==> config.mk <==
export PLATFORM = sky130hd
export DESIGN_NAME = ro_puf_sequencer_flat
export DESIGN_NICKNAME = d
export VERILOG_FILES = /design/src/rtl/ro_puf_sequencer_pkg.sv /design/src/rtl/ro_puf_sequencer_if.sv /design/src/rtl/ro_puf_sequencer_edge_counter.sv /design/src/rtl/ro_puf_sequencer.sv /design/src/flat_wrapper.sv
export SDC_FILE = /design/constraint.sdc
export NUM_CORES = 1
export LEC_CHECK = 0
export ABC_AREA = 1
export CORE_ASPECT_RATIO = 0.75
export CORE_MARGIN = 5
export CORE_UTILIZATION = 60
export DETAILED_ROUTE_END_ITERATION = 12
export GPL_TIMING_DRIVEN = 0
export PLACE_DENSITY = 0.84
export RECOVER_POWER = 25
export SETUP_SLACK_MARGIN = 0.02
export SYNTH_ARGS = -nofsm -noshare
export SYNTH_HDL_FRONTEND = slang
export SYNTH_HIERARCHICAL = 1
export SYNTH_SLANG_ARGS = --single-unit
==> constraint.sdc <==
create_clock -name clk -period 4.62 [get_ports clk]
set_input_delay 0.924 -clock clk [delete_from_list [all_inputs] [get_ports clk]]
set_output_delay 0.924 -clock clk [all_outputs]
set_load 0.01 [all_outputs]
==> src/rtl/ro_puf_sequencer_pkg.sv <==
// ro_puf_sequencer_pkg: FSM state type and synchroniser depth shared by the RO PUF sequencer
package ro_puf_sequencer_pkg;
    typedef enum logic [2:0] {IDLE, SETTLE, COUNT, COMPARE, DONE} state_t;
    localparam int SYNC_STAGES = 2;
endpackage

==> src/rtl/ro_puf_sequencer_if.sv <==
// ro_puf_sequencer_if: host-side request/response bundle of the RO PUF sequencer
interface ro_puf_sequencer_if #(
    parameter int SEL_W     = 4,
    parameter int CNT_W     = 16,
    parameter int WIN_W     = 16,
    parameter int RESP_BITS = 8
);
    logic                 start;
    logic [SEL_W-1:0]     challenge_a;
    logic [SEL_W-1:0]     challenge_b;
    logic [WIN_W-1:0]     window_len;
    logic [CNT_W-1:0]     tie_thresh;
    logic                 busy;
    logic                 done;
    logic [RESP_BITS-1:0] response;
    logic [RESP_BITS-1:0] unstable;
    logic [CNT_W-1:0]     last_cnt_a;
    logic [CNT_W-1:0]     last_cnt_b;
    modport master (
        output start, challenge_a, challenge_b, window_len, tie_thresh,
        input  busy, done, response, unstable, last_cnt_a, last_cnt_b
    );
    modport slave (
        input  start, challenge_a, challenge_b, window_len, tie_thresh,
        output busy, done, response, unstable, last_cnt_a, last_cnt_b
    );
endinterface

==> src/rtl/ro_puf_sequencer_edge_counter.sv <==
// ro_puf_sequencer_edge_counter: synchronises one RO, detects rising edges and counts them with saturation
module ro_puf_sequencer_edge_counter
    import ro_puf_sequencer_pkg::*;
#(
    parameter int CNT_W = 16
) (
    input  logic             clk,
    input  logic             rst_n,
    input  logic             ro,
    input  logic             clr,
    input  logic             en,
    output logic [CNT_W-1:0] cnt
);
    logic [SYNC_STAGES:0] sh_q, sh_d;
    logic [CNT_W-1:0]     cnt_q, cnt_d;
    logic                 rise;
    // top stage of the shift chain is the edge-detect history bit
    always_comb begin
        sh_d  = {sh_q[SYNC_STAGES-1:0], ro};
        rise  = sh_q[SYNC_STAGES-1] & ~sh_q[SYNC_STAGES];
        cnt_d = clr ? '0 : (en && rise && cnt_q != '1) ? cnt_q + CNT_W'(1) : cnt_q;
    end
    always_ff @(posedge clk or negedge rst_n) begin
        if (!rst_n) begin
            sh_q  <= '0;
            cnt_q <= '0;
        end else begin
            sh_q  <= sh_d;
            cnt_q <= cnt_d;
        end
    end
    assign cnt = cnt_q;
endmodule

==> src/rtl/ro_puf_sequencer.sv <==
// ro_puf_sequencer: steps through RESP_BITS RO pairs, counts both ROs over a clk window and
// turns each count comparison into a response bit plus a tie flag
module ro_puf_sequencer
    import ro_puf_sequencer_pkg::*;
#(
    parameter int NUM_RO        = 16,
    parameter int SEL_W         = $clog2(NUM_RO),
    parameter int CNT_W         = 16,
    parameter int WIN_W         = 16,
    parameter int RESP_BITS     = 8,
    parameter int SETTLE_CYCLES = 4
) (
    input  logic              clk,
    input  logic              rst_n,
    input  logic [NUM_RO-1:0] ro_in,
    output logic              ro_en,
    ro_puf_sequencer_if.slave bus
);
    localparam int KW = RESP_BITS > 1 ? $clog2(RESP_BITS) : 1;
    localparam logic [WIN_W-1:0] SET_LD = WIN_W'(SETTLE_CYCLES - 1);

    state_t               state_q, state_d;
    logic [WIN_W-1:0]     tmr_q, tmr_d, wlen_q, wlen_d;
    logic [KW-1:0]        k_q, k_d;
    logic [SEL_W-1:0]     a_q, a_d, b_q, b_d;
    logic [CNT_W-1:0]     thr_q, thr_d, lca_q, lca_d, lcb_q, lcb_d;
    logic [CNT_W-1:0]     cnt_a, cnt_b, diff;
    logic [RESP_BITS-1:0] resp_q, resp_d, unst_q, unst_d;
    logic                 tmr_zero, last_bit, cnt_clr, cnt_en, gt, tie;

    assign tmr_zero = tmr_q == '0;
    assign last_bit = k_q == KW'(RESP_BITS - 1);
    assign diff     = cnt_a > cnt_b ? cnt_a - cnt_b : cnt_b - cnt_a;
    assign gt       = a_q != b_q && cnt_a > cnt_b;
    assign tie      = a_q == b_q || diff <= thr_q;

    // raw RO outputs are muxed first; the settle period absorbs the switch glitch and sync latency
    ro_puf_sequencer_edge_counter #(.CNT_W(CNT_W)) u_cnt_a (
        .clk(clk), .rst_n(rst_n), .ro(ro_in[a_q]), .clr(cnt_clr), .en(cnt_en), .cnt(cnt_a)
    );
    ro_puf_sequencer_edge_counter #(.CNT_W(CNT_W)) u_cnt_b (
        .clk(clk), .rst_n(rst_n), .ro(ro_in[b_q]), .clr(cnt_clr), .en(cnt_en), .cnt(cnt_b)
    );

    always_ff @(posedge clk or negedge rst_n) begin
        if (!rst_n) state_q <= IDLE;
        else        state_q <= state_d;
    end

    always_comb begin
        state_d = state_q;
        case (state_q)
            IDLE:    state_d = bus.start ? SETTLE : IDLE;
            SETTLE:  state_d = tmr_zero ? COUNT : SETTLE;
            COUNT:   state_d = tmr_zero ? COMPARE : COUNT;
            COMPARE: state_d = last_bit ? DONE : SETTLE;
            default: state_d = IDLE;
        endcase
    end

    always_comb begin
        cnt_clr  = state_q == SETTLE;
        cnt_en   = state_q == COUNT;
        ro_en    = state_q == SETTLE || state_q == COUNT || state_q == COMPARE;
        bus.busy = state_q == SETTLE || state_q == COUNT || state_q == COMPARE;
        bus.done = state_q == DONE;
    end

    always_comb begin
        tmr_d  = tmr_q;
        wlen_d = wlen_q;
        k_d    = k_q;
        a_d    = a_q;
        b_d    = b_q;
        thr_d  = thr_q;
        lca_d  = lca_q;
        lcb_d  = lcb_q;
        resp_d = resp_q;
        unst_d = unst_q;
        case (state_q)
            IDLE: if (bus.start) begin
                a_d    = SEL_W'(32'(bus.challenge_a) % NUM_RO);
                b_d    = SEL_W'(32'(bus.challenge_b) % NUM_RO);
                wlen_d = bus.window_len == '0 ? WIN_W'(1) : bus.window_len;
                thr_d  = bus.tie_thresh;
                resp_d = '0;
                unst_d = '0;
                k_d    = '0;
                tmr_d  = SET_LD;
            end
            SETTLE:  tmr_d = tmr_zero ? wlen_q - WIN_W'(1) : tmr_q - WIN_W'(1);
            COUNT:   tmr_d = tmr_q - WIN_W'(1);
            COMPARE: begin
                resp_d = resp_q | (RESP_BITS'(gt) << k_q);
                unst_d = unst_q | (RESP_BITS'(tie) << k_q);
                lca_d  = cnt_a;
                lcb_d  = cnt_b;
                k_d    = k_q + KW'(1);
                a_d    = a_q == SEL_W'(NUM_RO - 1) ? '0 : a_q + SEL_W'(1);
                b_d    = b_q == SEL_W'(NUM_RO - 1) ? '0 : b_q + SEL_W'(1);
                tmr_d  = SET_LD;
            end
            default: ;
        endcase
    end

    always_ff @(posedge clk or negedge rst_n) begin
        if (!rst_n) begin
            tmr_q  <= '0;
            wlen_q <= '0;
            k_q    <= '0;
            a_q    <= '0;
            b_q    <= '0;
            thr_q  <= '0;
            lca_q  <= '0;
            lcb_q  <= '0;
            resp_q <= '0;
            unst_q <= '0;
        end else begin
            tmr_q  <= tmr_d;
            wlen_q <= wlen_d;
            k_q    <= k_d;
            a_q    <= a_d;
            b_q    <= b_d;
            thr_q  <= thr_d;
            lca_q  <= lca_d;
            lcb_q  <= lcb_d;
            resp_q <= resp_d;
            unst_q <= unst_d;
        end
    end

    assign bus.response   = resp_q;
    assign bus.unstable   = unst_q;
    assign bus.last_cnt_a = lca_q;
    assign bus.last_cnt_b = lcb_q;
endmodule

==> src/flat_wrapper.sv <==
// flat-port wrapper written by rule: the top's interface ports become plain ports
module ro_puf_sequencer_flat import ro_puf_sequencer_pkg::*;
#(
    parameter int NUM_RO        = 16,
    parameter int SEL_W         = $clog2(NUM_RO),
    parameter int CNT_W         = 16,
    parameter int WIN_W         = 16,
    parameter int RESP_BITS     = 8,
    parameter int SETTLE_CYCLES = 4
)
  (clk, rst_n, ro_in, ro_en, bus_start, bus_challenge_a, bus_challenge_b, bus_window_len, bus_tie_thresh, bus_busy, bus_done, bus_response, bus_unstable, bus_last_cnt_a, bus_last_cnt_b);
  ro_puf_sequencer_if #(.SEL_W(SEL_W), .CNT_W(CNT_W), .WIN_W(WIN_W), .RESP_BITS(RESP_BITS)) bus_i ();
  input  logic clk;
  input  logic rst_n;
  input  logic [NUM_RO-1:0] ro_in;
  output logic ro_en;
  input wire logic [$bits(bus_i.start)-1:0] bus_start;
  input wire logic [$bits(bus_i.challenge_a)-1:0] bus_challenge_a;
  input wire logic [$bits(bus_i.challenge_b)-1:0] bus_challenge_b;
  input wire logic [$bits(bus_i.window_len)-1:0] bus_window_len;
  input wire logic [$bits(bus_i.tie_thresh)-1:0] bus_tie_thresh;
  output wire logic [$bits(bus_i.busy)-1:0] bus_busy;
  output wire logic [$bits(bus_i.done)-1:0] bus_done;
  output wire logic [$bits(bus_i.response)-1:0] bus_response;
  output wire logic [$bits(bus_i.unstable)-1:0] bus_unstable;
  output wire logic [$bits(bus_i.last_cnt_a)-1:0] bus_last_cnt_a;
  output wire logic [$bits(bus_i.last_cnt_b)-1:0] bus_last_cnt_b;
  assign bus_i.start = bus_start;
  assign bus_i.challenge_a = bus_challenge_a;
  assign bus_i.challenge_b = bus_challenge_b;
  assign bus_i.window_len = bus_window_len;
  assign bus_i.tie_thresh = bus_tie_thresh;
  assign bus_busy = bus_i.busy;
  assign bus_done = bus_i.done;
  assign bus_response = bus_i.response;
  assign bus_unstable = bus_i.unstable;
  assign bus_last_cnt_a = bus_i.last_cnt_a;
  assign bus_last_cnt_b = bus_i.last_cnt_b;
  ro_puf_sequencer #(.NUM_RO(NUM_RO), .SEL_W(SEL_W), .CNT_W(CNT_W), .WIN_W(WIN_W), .RESP_BITS(RESP_BITS), .SETTLE_CYCLES(SETTLE_CYCLES)) u_core (.clk(clk), .rst_n(rst_n), .ro_in(ro_in), .ro_en(ro_en), .bus(bus_i));
endmodule
After elaboration in Yosys (flattened, before gate mapping) --
Cells that the tools add are included. Widths: inputs -> output; s select.
Word-level totals: memory bits (read-only) 0, memories kept 0, register bits after elaboration 148, latch bits 0, word-level logic and storage cells 95, bits in writable memories 0
Operators by class: multiply operators 0, $add $sub $neg 9, $lt $le $gt $ge 4, equality and inequality tests 12, reductions and logical operators 18, div/mod/pow operators 0, multiplexer cells 29, shift operators 2, bitwise logic cells 6
Operators by type and width (count):
- $mux 16 | 8
- $pmux 16 s4 | 1
- $add 16x1->16 const B | 2
- $logic_not 16->1 | 2
- $ne 16x16->1 const B | 2
- $pmux 8 s2 | 2
- $sub 16x1->16 const B | 2
- $sub 16x16->16 | 2
- $gt 16x16->1 | 1
- $le 16x16->1 | 1
- $mux 4 | 4
- $or 8x8->8 | 2
- $pmux 4 s2 | 2
- $shl 1x3->8 | 2
- $pmux 3 s4 | 1
- $lt 4x5->1 const B | 2
- $add 4x1->4 const B | 2
- $bmux 1 s4 | 2
- $eq 4x4->1 const B | 2
- $mux 8 | 1
- $eq 3x2->1 const B | 2
- $eq 3x3->1 const B | 2
- $mux 3 | 2
- $pmux 3 s2 | 1
- 15 further kinds | 30

Logic depth before layout (Yosys ltp) --
Gate-level depths: netlist (run 1).
word-level depth 7, mapped depth 28

Hierarchy --
The synthesis (run 1) kept the hierarchy.
Modules (own cells, without submodules):
- ro_puf_sequencer | area an instance 7941.4 sq um, seq. area each 2752.6 sq um, cells each 1125, instances 1
- ro_puf_sequencer_edge_counter | area an instance 1099.8 sq um, seq. area each 475.5 sq um, cells each 149, instances 2

Worst setup path before layout (run 1) --
OpenSTA, ideal clock, no wires.
path kind register to register, from reg u_core.u_cnt_a.cnt_q[0], in the netlist u_core/u_cnt_a/cnt[0], to reg u_core.unst_q[2], in the netlist u_core/bus.unstable[2], path buffers 1, period minus slack after synthesis 3035 ps, setup slack 1585 ps, data required time 4554 ps, cell stages (with the launch flop) 25, arrival time 2969 ps, cells stage by stage dfrtp_1 -> inv_1 -> ha_1 -> inv_1 -> fa_1 -> nand3_1 -> nand3_1 -> nand2_1 -> nand2_2 -> nand2_2 -> nand2_4 -> nand2_4 -> buf_4 -> nand2_1 -> nand2_1 -> inv_1 -> ha_1 -> nand4_1 -> nor3_1 -> nand2_1 -> nand2_1 -> inv_1 -> nand2_1 -> nand4_1 -> nand2_1
On the way: word-level cells in the longest chain between the ends 7
Ends and longest elaborated chain:
- from (decl) | line ro_puf_sequencer_edge_counter.sv:15 | logic [CNT_W-1:0] cnt_q, cnt_d;
- from (signal assigned) | line ro_puf_sequencer_edge_counter.sv:29 | cnt_q <= cnt_d;
- $sub 16x16->16 or $gt 16x16->1 (tied branches) | line ro_puf_sequencer.sv:33 | assign diff = cnt_a > cnt_b ? cnt_a - cnt_b : cnt_b - cnt_a;
- $mux 16 * | line ro_puf_sequencer.sv:33
- $le 16x16->1 * | line ro_puf_sequencer.sv:35 | assign tie = a_q == b_q || diff <= thr_q;
- $logic_or 1x1->1 * | line ro_puf_sequencer.sv:35
- $shl 1x3->8 * | line ro_puf_sequencer.sv:95 | unst_d = unst_q | (RESP_BITS'(tie) << k_q);
- $or 8x8->8 * | line ro_puf_sequencer.sv:95
- $pmux 8 s2 * | line ro_puf_sequencer.sv:80 | case (state_q)
- to (signal assigned) | line ro_puf_sequencer.sv:129 | unst_q <= unst_d;
- to (decl) | line ro_puf_sequencer.sv:28 | logic [RESP_BITS-1:0] resp_q, resp_d, unst_q, unst_d;
Every way passes the cells marked *; elsewhere a longest branch is shown, timed or not. A chain may end at the register's enable or synchronous reset.

Worst setup path in the final report (run 1) --
from reg u_core.u_cnt_a.cnt_q[0], in the netlist u_core/u_cnt_a/cnt[0], to reg u_core.unst_q[0], in the netlist u_core/bus.unstable[0]
Same word-level chain as after synthesis.

==> impl_metrics.toml, run 1 <==
[outcome]
run_status = "finished with violations"
violations = "max-capacitance violations, max-slew violations"

[min_path]
worstHoldStart = "u_core/u_cnt_b/sh_q[0]$_DFF_PN0_"
min_path_type = "register to register"
hold_depth = 0
hold_end = "u_core/u_cnt_b/sh_q[1]$_DFF_PN0_"

[timing]
report.final.slew_viol_count = 151
setup_violations = 0
fin_skew_ns = 0.0123
min_period_ns = 3.98
period_share_pct = 86.1
fmax_ghz = 0.251
finalHoldViolCount = 0
setup_ws_ns = 0.642
maxSlewHeadroom_pct = -30.5
tightestPinTransition_ns = 1.96
rsz0062_at_grt = "no"

[yosys]
synth_common_cells = "nand2_1, inv_1, dfrtp_1"
synthAdderAreaFrac_pct = 7.18
synthCells = 1423
syn-cell-area_sq_mm = 0.0101
synth_top_area_share_pct = 36.5
synth_top_family_by_area = "simple AND/OR/NAND/NOR gates"
async_flop_share_pct = 100
synth_enable_flop_cells = 0
synth_seq_cells = 148
post-synth-top-area-cell = "dfrtp_1"
synth-simple-area-share_pct = 32.1
syn_area_per_cell_sq_um = 7.13
synth_cell_types = 48
synth_most_common_cell = "nand2_1"
synth_area_leaders = "dfrtp_1, nand2_1, ha_1, inv_1, nand3_1"
synth_compound_area_share_pct = 11.0
synth-main-ff-cell = "dfrtp_1"
synthMuxAreaShare_pct = 0
synth_xor_area_share_pct = 4.49
syn_nets = 1539
ys_warn_count = 6
ys_seq_area_share_pct = 36.5

[place]
place.gp.congestion = 0.973
hpwl_um = 22300
port_buffers = 109
post-place-ws_ns = 0.801
dp_cells = 1748

[critical_path]
critPathTopFamily = "simple AND/OR/NAND/NOR gates"
startpoint_type = "register"
r2r-start = "u_core/u_cnt_a/cnt[0]$_DFFE_PN0P_"
cp_common_cell = "nand2_1"
cpMaxStageDelayCell = "dfrtp_1"
critical_path_arrival_ns = 4.35
worstPathRequired_ns = 4.99
cp-end-kind = "register"
reg2reg_slack_ns = 0.64
worstSetupPathType = "register to register"
reg2reg_depth = 24
cpPeakStageDelay_ns = 0.50
crit_fanout = 10
crit_buf_inv = 5
r2r_end = "u_core/bus.unstable[0]$_DFFE_PN0P_"
path_cells = "inv_1 -> ha_1 -> inv_1 -> fa_1 -> nand3_1 -> nand3_1 -> nand2_1 -> nand2_2 -> nand2_2 -> nand2_4 -> nand2_4 -> buf_4 -> nand2_1 -> nand2_1 -> inv_1 -> ha_1 -> nand4_1 -> nor3_1 -> nand2_1 -> nand2_1 -> inv_1 -> nand2_1 -> nand4_1 -> nand2_1"

[cts]
cts_setup_buffers = 0
cts.clk_slew.worst_paths_ns = 0.06
cts_hold_buffers = 0
clock-sinks = 148
cts_root_buffer = "clkbuf_16"
cts_resized = 0
worstSkewPairLatency_ns = 0.43
cts_buffer_depth = 2
cts_buffers = 17
htreeDepth = 4
tritoncts = "yes"

[routing]
wl_um = 29700
drc = 0
vias = 10100
drt-vias-per-instance = 5.69
dr.first_iter.drc_count = 1036
wl_per_cell_um = 16.7
drtPass1Iterations = 6
postRouteAntennaNets = 0

[finish]
multiInputGateArea_sq_mm = 0.00555
synthToLayoutAreaGrowth_pct = 19.2
regArea_sq_mm = 0.00370
fin_nets = 1668
fillers = 1336
diodes = 0
stdcell_count = 1780
drive_gt1_share_pct = 7.35

[pwr]
vdd_drop_max_uv = 214
p_leak_nw = 5.89
cellPowerDensity_mw_per_mm2 = 237

[global_routing]
grt_start_max_net_pins = 81
grt_pass1_wl_um = 48300
grt_pass1_vias = 9527
overflow = 0
antenna_found_initial = 0
gr-usage-all-layers_pct = 30.6

[floorplanning]
rows = 41
ios = 110
fp.coreArea_sq_mm = 0.0167
die_w_um = 160
dieArea_sq_mm = 0.0196
start_util_pct = 60.6
fp.dieH_um = 123

[job]
maxCapViolations = 2
worst max-delay path by stage:
| stage | endpoint | cells after the start | startpoint | slack, ns |
|---|---|---|---|---|
| floorplan | u_core/bus.unstable[2]$_DFFE_PN0P_ | 24 | u_core/u_cnt_a/cnt[0]$_DFFE_PN0P_ | 1.59 |
| global placement | u_core/wlen_q[4]$_DFFE_PN0P_ | 1 | rst_n | -3.37 |
| detailed placement | u_core/bus.unstable[0]$_DFFE_PN0P_ | 23 | u_core/u_cnt_a/cnt[0]$_DFFE_PN0P_ | 0.80 |
| CTS | u_core/bus.unstable[0]$_DFFE_PN0P_ | 24 | u_core/u_cnt_a/cnt[0]$_DFFE_PN0P_ | 0.75 |
| global route | u_core/thr_q[15]$_DFFE_PN0P_ | 2 | rst_n | 0.24 |
| finish | u_core/bus.unstable[0]$_DFFE_PN0P_ | 24 | u_core/u_cnt_a/cnt[0]$_DFFE_PN0P_ | 0.64 |
logic make-up (layout without fill, tap and decap cells):
group	count (synthesis)	count (layout)
buf+inv	215	357
simple gates	749	749
compound gates	202	202
xor+xnor	52	52
fa+ha+maj	57	57
flops	148	148
power by group:
group | total (W) | leakage [nW] | internal, W | switching, W
logic | 0.000136 | 3.81 | 0.0000646 | 0.0000718
registers | 0.00133 | 1.80 | 0.00132 | 0.0000128
clock network | 0.00140 | 0.285 | 0.000818 | 0.000586
total | 0.00287 | 5.89 | 0.00220 | 0.000671
metrics by stage:
step / hold WS, ns / total power (W) / cell area (sq um) / utilization (%) / TNS, ns
2_1_floorplan: 0.331 / 0.00139 / 10100 / - / 0
3_3_place_gp: 0.331 / 0.00148 / 11500 / 68.8 / -495.55
3_5_place_dp: 0.335 / 0.00149 / 11500 / 68.9 / 0
4_1_cts: 0.355 / 0.00288 / 12100 / 72.5 / 0
5_1_grt: 0.363 / 0.00296 / 12100 / 72.3 / 0
6_report: 0.354 / 0.00287 / 12100 / 72.3 / 0
area by class of cell:
type,instances,share of cell area (%)
tap,215,2.22
inverter,177,5.54
clock inverter,13,1.21
timing repair buffer,110,9.02
clock buffer,19,3.66
multi-input combinational,1060,45.9
buffer,38,1.78
sequential,148,30.6
worst register-to-register path: stages, from the launching register on:
cell     delay, ns
dfrtp_1       0.50
inv_1         0.14
ha_1          0.18
inv_1         0.08
fa_1          0.43
nand3_1       0.09
nand3_1       0.21
nand2_1       0.14
nand2_2       0.07
nand2_2       0.08
nand2_4       0.06
nand2_4       0.13
buf_4         0.21
nand2_1       0.07
nand2_1       0.09
inv_1         0.05
ha_1          0.31
nand4_1       0.15
nor3_1        0.22
nand2_1       0.10
nand2_1       0.06
inv_1         0.04
nand2_1       0.27
nand4_1       0.15
nand2_1       0.09
registers in the layout (all words and copies together), names as in the netlist, 16 cells and up:
| signal | count |
|---|---|
| u_core/u_cnt_b/cnt | 16 |
| u_core/tmr_q | 16 |
| u_core/bus.last_cnt_a | 16 |
| u_core/u_cnt_a/cnt | 16 |
| u_core/wlen_q | 16 |
| u_core/thr_q | 16 |
| u_core/bus.last_cnt_b | 16 |
per-layer routing:
layer | part of all wire, % | vias to the layer above | GRT usage (%) | routed length, um
met5 | 0 | - | 0 | 0
met4 | 1.3 | 0 | 7.95 | 395
met3 | 10 | 40 | 8.06 | 3110
met2 | 42 | 497 | 44.8 | 12500
met1 | 46 | 4741 | 45.3 | 13700
li1 | - | 4851 | - | -
placed cells by master, fill, tap and decap left out, types with 6 or more instances in the layout:
| cell | instances |
|---|---|
| nor2_1 | 109 |
| clkbuf_16 | 17 |
| nor2_4 | 7 |
| o21ai_1 | 25 |
| xor2_1 | 35 |
| nand3_1 | 94 |
| a22oi_1 | 6 |
| nor3_1 | 9 |
| inv_1 | 166 |
| o21bai_1 | 6 |
| nand2_1 | 452 |
| dfrtp_1 | 148 |
| clkdlybuf4s50_1 | 108 |
| ha_1 | 55 |
| inv_2 | 7 |
| nand2_2 | 9 |
| clkbuf_1 | 11 |
| o21ai_0 | 79 |
| nor2_2 | 8 |
| buf_2 | 18 |
| nand4_1 | 33 |
| nand3b_1 | 6 |
| xnor2_1 | 17 |
| a21oi_1 | 64 |
Power figures use the tool's default switching activity.
==> run 2, diff against run 1 <==
--- a/config.mk
+++ b/config.mk
@@ -14,6 +14,7 @@
 export PLACE_DENSITY = 0.84
 export RECOVER_POWER = 25
 export SETUP_SLACK_MARGIN = 0.02
+export SLEW_MARGIN = 20
 export SYNTH_ARGS = -nofsm -noshare
 export SYNTH_HDL_FRONTEND = slang
 export SYNTH_HIERARCHICAL = 1
==> run 2 against run 1 <==
Compared with the run above: the run still ends with max-capacitance violations, max-slew violations left; cell count did not move; global-route usage fell by 0.10 points; non-clock buffer count did not move; sequential share of layout area fell by 0.10 points; register-to-register slack got worse by 0.06 ns; maximum frequency fell by 1.6%; via count fell by 0.20%; combinational power barely moved; largest cell class unchanged; first-iteration DRC count rose by 2.3%; worst setup slack got worse by 0.065 ns; clock skew rose by 0.00051 ns.
==> impl_metrics.toml, run 2 (synthesis gave the netlist of run 1 again) <==
[routing]
drtPass1Iterations = 6
drt-vias-per-instance = 5.68
dr.first_iter.drc_count = 1060
wl_per_cell_um = 16.7
drc = 0
vias = 10100
wl_um = 29600
postRouteAntennaNets = 0

[finish]
fillers = 1343
final_area_sq_mm = 0.0121
diodes = 0
final_common_cell = "nand2_1"
layout_common_cells = "nand2_1, inv_1, dfrtp_1"
fin_nets = 1668
synthToLayoutAreaGrowth_pct = 19.6
drive_gt1_share_pct = 7.35
regArea_sq_mm = 0.00370
multiInputGateArea_sq_mm = 0.00555

[timing]
tightestPinTransition_ns = 1.97
holdWs_ns = 0.354
report.final.slew_viol_count = 151
fin_skew_ns = 0.0128
fin_tns_setup_ns = 0
fmax_ghz = 0.247
rsz0062_at_grt = "no"
min_period_ns = 4.04
maxSlewHeadroom_pct = -31.4
period_share_pct = 87.5
setup_violations = 0
setup_ws_ns = 0.578
finalHoldViolCount = 0

[global_routing]
grt_pass1_wl_um = 48100
gr-usage-all-layers_pct = 30.5
grt_start_max_net_pins = 81
antenna_found_initial = 0
grt_pass1_vias = 9612
overflow = 0

[place]
place.gp.congestion = 0.973
post-place-ws_ns = 0.768
hpwl_um = 22300
placed_area_sq_mm = 0.0115
port_buffers = 109

[cts]
cts_hold_buffers = 0
htreeDepth = 4
clock-sinks = 148
cts_root_buffer = "clkbuf_16"
cts_setup_buffers = 0
worstSkewPairLatency_ns = 0.43
cts_buffers = 17
tritoncts = "yes"
cts_buffer_depth = 2
cts_resized = 0
cts.clk_slew.worst_paths_ns = 0.06

[outcome]
run_status = "finished with violations"
violations = "max-capacitance violations, max-slew violations"

[floorplanning]
rows = 41
start_util_pct = 60.6
die_w_um = 160
fp.dieH_um = 123
dieArea_sq_mm = 0.0196
ios = 110
fp.coreArea_sq_mm = 0.0167

[critical_path]
critical_path_arrival_ns = 4.41
startpoint_type = "register"
cp_common_cell = "nand2_1"
cpMaxStageDelayCell = "dfrtp_1"
worstPathRequired_ns = 4.99
path_cells = "inv_1 -> ha_1 -> inv_1 -> fa_1 -> nand3_1 -> nand3_1 -> nand2_1 -> nand2_2 -> nand2_2 -> nand2_4 -> nand2_4 -> buf_4 -> nand2_1 -> nand2_1 -> inv_1 -> ha_1 -> nand4_1 -> nor3_1 -> nand2_1 -> nand2_1 -> inv_1 -> nand2_1 -> nand4_1 -> nand2_1"
crit_fanout = 10
worstSetupPathType = "register to register"
cp-end-kind = "register"
cpPeakStageDelay_ns = 0.49

[pwr]
vdd_drop_max_uv = 217
p_leak_nw = 5.91
cellPowerDensity_mw_per_mm2 = 244

[job]
maxCapViolations = 2

[min_path]
min_path_type = "register to register"
==> run 2: metal layers <==
layer / global-route usage (%) / wire, um / vias up
met5: 0 / 0 / -
met4: 8.97 / 437 / 0
met3: 8.73 / 3230 / 46
met2: 44.3 / 12400 / 527
met1: 44.6 / 13600 / 4700
li1: - / - / 4836
==> run 2: power by group <==
group	switching [W]	internal, W	total [W]
combinational	0.0000710	0.0000645	0.000136
sequential	0.0000126	0.00132	0.00133
clock	0.000586	0.000912	0.00150
total	0.000670	0.00229	0.00296
==> run 2: final cells by class <==
type                    count  share of cell area (%)
multi-input cells        1060                    45.8
flip-flops and latches    148                    30.5
repair buffers            110                    8.99
inverters                 177                    5.52
clock buffers              18                    3.54
well taps                 215                    2.22
plain buffers              38                    1.77
clock inverters            14                    1.65
==> run 2: worst max-delay path, delay by kind of cell, from the launching register on <==
kind / cells / cell delay, ns
adders and majority gates: 3 / 0.91
buffers and inverters: 5 / 0.52
DFF: 1 / 0.49
and+or+nand+nor: 16 / 2.05
==> run 2: path summary, 6_finish.rpt <==
kind	start	end	slack (ns)	depth (start not counted)
worst max-delay path	u_core/u_cnt_a/cnt[0]$_DFFE_PN0P_	u_core/bus.unstable[0]$_DFFE_PN0P_	0.58	24
worst min-delay path	u_core/u_cnt_b/sh_q[0]$_DFF_PN0_	u_core/u_cnt_b/sh_q[1]$_DFF_PN0_	0.35	0
worst max register to register	u_core/u_cnt_a/cnt[0]$_DFFE_PN0P_	u_core/bus.unstable[0]$_DFFE_PN0P_	0.58	24
worst min register to register	u_core/u_cnt_b/sh_q[0]$_DFF_PN0_	u_core/u_cnt_b/sh_q[1]$_DFF_PN0_	0.35	0
max in group asynchronous	rst_n	u_core/thr_q[2]$_DFFE_PN0P_	0.99	2
min in group asynchronous	rst_n	u_core/u_cnt_a/cnt[4]$_DFFE_PN0P_	1.04	1
==> run 2: through the flow <==
| stage | std cells | total power (W) | utilization (%) |
|---|---|---|---|
| after global placement | 1747 | 0.00148 | 68.8 |
| after floorplan | 1423 | 0.00139 | - |
| after CTS | 1780 | 0.00298 | 72.7 |
| after global routing | 1780 | 0.00305 | 72.5 |
| final | 1780 | 0.00296 | 72.5 |
| after detailed placement | 1748 | 0.00149 | 69.0 |
